<file path="config.mk">
export PLATFORM = sky130hd
export DESIGN_NAME = tdm_demux
export DESIGN_NICKNAME = d
export VERILOG_FILES = /design/src/rtl/tdm_demux.sv
export SDC_FILE = /design/constraint.sdc
export NUM_CORES = 1
export LEC_CHECK = 0
export BUFFER_PORTS_ARGS = -buffer_cell sky130_fd_sc_hd__buf_2
export CAP_MARGIN = 25
export CORE_MARGIN = 1
export CORE_UTILIZATION = 53
export DETAILED_ROUTE_END_ITERATION = 16
export GPL_TIMING_DRIVEN = 1
export PLACE_DENSITY = 0.77
export SLEW_MARGIN = 30
export SYNTH_ARGS = -nofsm -noshare
export SYNTH_HDL_FRONTEND = slang
export SYNTH_SLANG_ARGS = --single-unit
export TNS_END_PERCENT = 30
</file>
<file path="constraint.sdc">
create_clock -name clk -period 1.7 [get_ports clk]
set_input_delay 0 -clock clk [delete_from_list [all_inputs] [get_ports clk]]
set_output_delay 0 -clock clk [all_outputs]
set_load 0.1 [all_outputs]
</file>
<file path="src/rtl/tdm_demux.sv">
// tdm_demux
// ---------
// Receive side of the 2:1 TDM mux path. The block samples the serial line
// `y` and the select `s` on every cycle with `en`=1. It routes each bit to
// the channel named by `s`. Each channel deserializes its bits LSB-first into
// a WIDTH-bit word and hands the word to a consumer over a valid/ack
// handshake. Overrun is flagged (sticky) when a new word lands on a word that
// has not been acknowledged.
//
// Optional feature: define TDM_DEMUX_PARITY_EN to expect one even-parity bit
// after each word. A word then has WIDTH+1 bits, and perr_c is a sticky flag
// for a failed parity check. Without the macro, perr0/perr1 are tied to 0.
//
// Ports:
//   clk          rising-edge clock
//   rst          synchronous active-high reset
//   y            multiplexed serial data bit
//   s            channel select for y (0 -> channel 0, 1 -> channel 1)
//   en           sample strobe
//   ack0/ack1    consumer acknowledge per channel
//   o0/o1        recovered words (WIDTH bits)
//   v0/v1        word valid, held until acknowledged
//   ovr0/ovr1    sticky overrun flags
//   perr0/perr1  sticky parity-error flags
module tdm_demux #(
    parameter int WIDTH = 8
) (
    input  logic             clk,
    input  logic             rst,
    input  logic             y,
    input  logic             s,
    input  logic             en,
    input  logic             ack0,
    input  logic             ack1,
    output logic [WIDTH-1:0] o0,
    output logic [WIDTH-1:0] o1,
    output logic             v0,
    output logic             v1,
    output logic             ovr0,
    output logic             ovr1,
    output logic             perr0,
    output logic             perr1
);

`ifdef TDM_DEMUX_PARITY_EN
    localparam int PAR = 1;
`else
    localparam int PAR = 0;
`endif
    // Number of serial bits per word, including the parity bit when enabled.
    localparam int SRW = WIDTH + PAR;
    localparam int CW  = $clog2(SRW);
    localparam logic [CW-1:0] LAST_C = CW'(SRW - 1);

    logic [1:0]       w_ack;
    logic [WIDTH-1:0] w_o [2];
    logic [1:0]       w_v;
    logic [1:0]       w_ovr;
    logic [1:0]       w_perr;

    assign w_ack = {ack1, ack0};

    for (genvar c = 0; c < 2; c++) begin : g_ch
        logic [SRW-1:0]   r_sr;
        logic [CW-1:0]    r_cnt;
        logic [WIDTH-1:0] r_o;
        logic             r_v;
        logic             r_ovr;
        logic             w_hit;
        logic             w_done;
        logic [SRW-1:0]   w_word;

        assign w_hit  = en && (s == 1'(c));
        assign w_done = w_hit && (r_cnt == LAST_C);
        // The newest bit enters at the top. After SRW shifts, bit 0 holds the
        // first bit received. So the completed word is already LSB-first.
        assign w_word = {y, r_sr[SRW-1:1]};

        always_ff @(posedge clk) begin
            if (rst) begin
                r_sr  <= '0;
                r_cnt <= '0;
                r_o   <= '0;
                r_v   <= 1'b0;
                r_ovr <= 1'b0;
            end else begin
                if (w_hit) begin
                    r_sr  <= w_word;
                    r_cnt <= w_done ? '0 : r_cnt + 1'b1;
                end
                if (w_done) begin
                    r_o <= w_word[WIDTH-1:0];
                    r_v <= 1'b1;
                    // A completion with a same-cycle ack counts as consumed, not as an overrun.
                    if (r_v && !w_ack[c])
                        r_ovr <= 1'b1;
                end else if (r_v && w_ack[c]) begin
                    r_v <= 1'b0;
                end
            end
        end

`ifdef TDM_DEMUX_PARITY_EN
        logic r_perr;
        always_ff @(posedge clk) begin
            if (rst)
                r_perr <= 1'b0;
            else if (w_done && (^w_word))
                r_perr <= 1'b1;
        end
        assign w_perr[c] = r_perr;
`else
        assign w_perr[c] = 1'b0;
`endif

        assign w_o[c]   = r_o;
        assign w_v[c]   = r_v;
        assign w_ovr[c] = r_ovr;
    end

    assign o0    = w_o[0];
    assign o1    = w_o[1];
    assign v0    = w_v[0];
    assign v1    = w_v[1];
    assign ovr0  = w_ovr[0];
    assign ovr1  = w_ovr[1];
    assign perr0 = w_perr[0];
    assign perr1 = w_perr[1];

endmodule

</file>
==> results.json <==
{
  "first_pass_iters": 4,
  "ios": 29,
  "port_buffers": 26,
  "antenna_found_initial": 0,
  "place_ws_ns": 0.296,
  "tightest_slew_ns": 0.696,
  "seq_area_frac_synth_pct": 52.2,
  "hold_class": "primary input to flip-flop",
  "nets": 216,
  "rrSetupSlack_ns": 0.22,
  "clock_latency_ns": 0.34,
  "whs_path_depth": 3,
  "power_switching_uw": 370,
  "cts_tree": "done",
  "finalSetupTns_ns": 0,
  "drive_gt1_share_pct": 19.4,
  "clock-sinks": 40,
  "cts_setup_buffers": 0,
  "grt_overflow": 0,
  "vdd_drop_max_v": 0.000718,
  "die-area_um2": 3110,
  "setup_viol": 0,
  "yosysUniqueCellTypes": 23,
  "p_clk_share_pct": 39.9,
  "wl_met1_mm": 1.22,
  "area_growth_pct": 14.1,
  "first_iter_violations": 47,
  "drc": 0,
  "cellPowerDensity_nw_per_um2": 990,
  "die_w_um": 55.8,
  "ys_seq_elements": 40,
  "rsz0062_at_grt": "false",
  "skew_ns": 0.00986,
  "cts_buffers": 5,
  "postSynthAreaPerCell_um2": 8.47,
  "holdPathEnd": "v0",
  "insertedDiodeCount": 0,
  "dr_wl_met3_um": 108,
  "grt_pass1_wl_mm": 4.92,
  "num_vias": 1231,
  "netlist_instances": 181,
  "final_common_cell": "nand2_1",
  "regToRegEndpoint": "o0[1]",
  "leakage_nw": 0.712,
  "synth_top_cell_area_share_pct": 52.2,
  "slew_viol_final": 0,
  "grt_max_degree": 41,
  "status": "completed",
  "cts_resized": 0,
  "place_congestion": 0.770,
  "fillerInstances": 236,
  "max_cap_viol_count": 0,
  "fp-row-count": 19,
  "clk_pin_slew_ns": 0.12,
  "worstHoldStart": "en",
  "mappedNetlistArea_um2": 1530,
  "slew_headroom_pct": 53.6,
  "yosysWarnings": 0,
  "htree_levels": 2,
  "worst_slack_ns": 0.223,
  "grtUsageTotal_pct": 20.7,
  "hold_viol_final": 0,
  "wire_per_inst_um": 12.0,
  "power_frac_seq_pct": 55.0,
  "start_util_pct": 55.6,
  "netSwitchingFraction_pct": 21.4,
  "routed_via_density": 5.19,
  "r2r-start": "g_ch[0].r_cnt[0]",
  "highest_layer": "met4",
  "core_um2": 2760,
  "clockBufferDepth": 2,
  "ys_top_cells_by_area": "dfxtp_1, nand2_1, a21oi_1",
  "critPathCaptureType": "flip-flop",
  "power_frac_comb_pct": 5.2,
  "crit_required_ns": 1.97,
  "crit_fanout": 9,
  "ant_nets": 0,
  "wl_met2_mm": 1.46,
  "cp-start-kind": "flip-flop",
  "final_cell_mix": "nand2_1, dfxtp_1, a21oi_1",
  "cts_root_buffer": "clkbuf_4",
  "ff2ff_path_depth": 5,
  "fin_crit_sh_pct": 86.9,
  "period_minus_slack_ns": 1.48,
  "yosys.area.top_type": "dfxtp_1",
  "cp.arrival_ns": 1.75,
  "p_int_mw": 1.36,
  "grt_pass1_vias": 1237,
  "die_h_um": 55.8,
  "post-dp-hpwl_mm": 1.96,
  "finalWirelength_mm": 2.84,
  "fmax_mhz": 677,
  "critPathKind": "flip-flop to flip-flop"
}
==> power by group through the flow <==
stage | logic [mW] | registers, mW | clock network, mW
after floorplan | 0.0779 | 0.972 | 0
after global placement | 0.0805 | 0.973 | 0
after detailed placement | 0.0844 | 0.973 | 0
after CTS | 0.0902 | 0.952 | 0.703
after global routing | 0.0980 | 0.954 | 0.746
final | 0.0900 | 0.952 | 0.690
==> area by class of cell <==
cell class	count	area (µm²)	area share, %
Clock inverter	1	30.0	1.72
Tap cell	31	38.8	2.22
Sequential cell	40	801	45.7
Multi-Input combinational cell	129	656	37.5
Clock buffer	7	65.1	3.72
Timing Repair Buffer	29	160	9.15
==> cell usage after synthesis, drive strengths merged <==
library cell  instances
clkbuf                5
o21ba                 2
nand2                66
a21oi                36
mux2i                 1
and3                  1
buf                   8
xnor2                 1
nor3                  1
and3b                 1
conb                  1
dfxtp                40
nand3b                4
nor2                  4
nor2b                 1
nand2b                3
and2                  1
nand3                 1
ha                    4
==> sequential cells by signal (all words and copies together) (netlist names) <==
register    count
g_ch.r_cnt      6
v0              1
g_ch.r_sr      14
o1              8
o0              8
v1              1
ovr0            1
ovr1            1
==> timing repair <==
action	in CTS	in global routing
endpoints found under the setup margin	0	0
hold buffers	3	0
hold endpoints to repair	6	0
==> how the worst max path moves through the flow <==
stage / from / to / slack, ns / depth (start not counted)
after floorplan: v0 / ovr0 / 0.28 / 3
after global placement: g_ch[0].r_cnt[0] / o0[5] / 0.37 / 5
after detailed placement: g_ch[0].r_cnt[0] / o0[1] / 0.30 / 5
after CTS: g_ch[1].r_cnt[0] / o1[0] / 0.27 / 5
after global routing: g_ch[1].r_cnt[0] / o1[2] / 0.15 / 5
final: g_ch[0].r_cnt[0] / o0[1] / 0.22 / 5
==> logic make-up after synthesis <==
family	Yosys count	share of synthesized area, %
AO/OA/AOI/OAI	38	13.1
XOR/XNOR	1	0.571
adder cells (fa/ha/maj)	4	3.26
buffers and inverters	13	5.30
flip-flops	40	52.2
multiplexers	1	0.653
other	1	0.244
AND/OR/NAND/NOR	83	24.7
==> layer usage <==
layer,vias up,global-route usage (%)
met5,-,0
li1,630,-
met3,6,6.98
met4,0,9.64
met2,20,37.3
met1,575,21.4
==> critical path, stage by stage, from the launching register on <==
cell and delay, ns:
dfxtp_1 0.37, ha_1 0.18, ha_1 0.23, and3b_1 0.39, nand2_1 0.10, a21oi_1 0.15
==> per-stage QoR <==
step	hold WS, ns	cell area (µm²)	util (%)	total power, mW	instances
after global placement	0.293	1630	58.9	1.05	226
after global routing	0.0885	1750	63.5	1.80	237
after floorplan	0.136	1540	-	1.05	182
after detailed placement	0.303	1630	58.9	1.06	226
final	0.0674	1750	63.5	1.73	237
after CTS	0.0589	1750	63.5	1.75	237
Power figures use the tool's default switching activity.
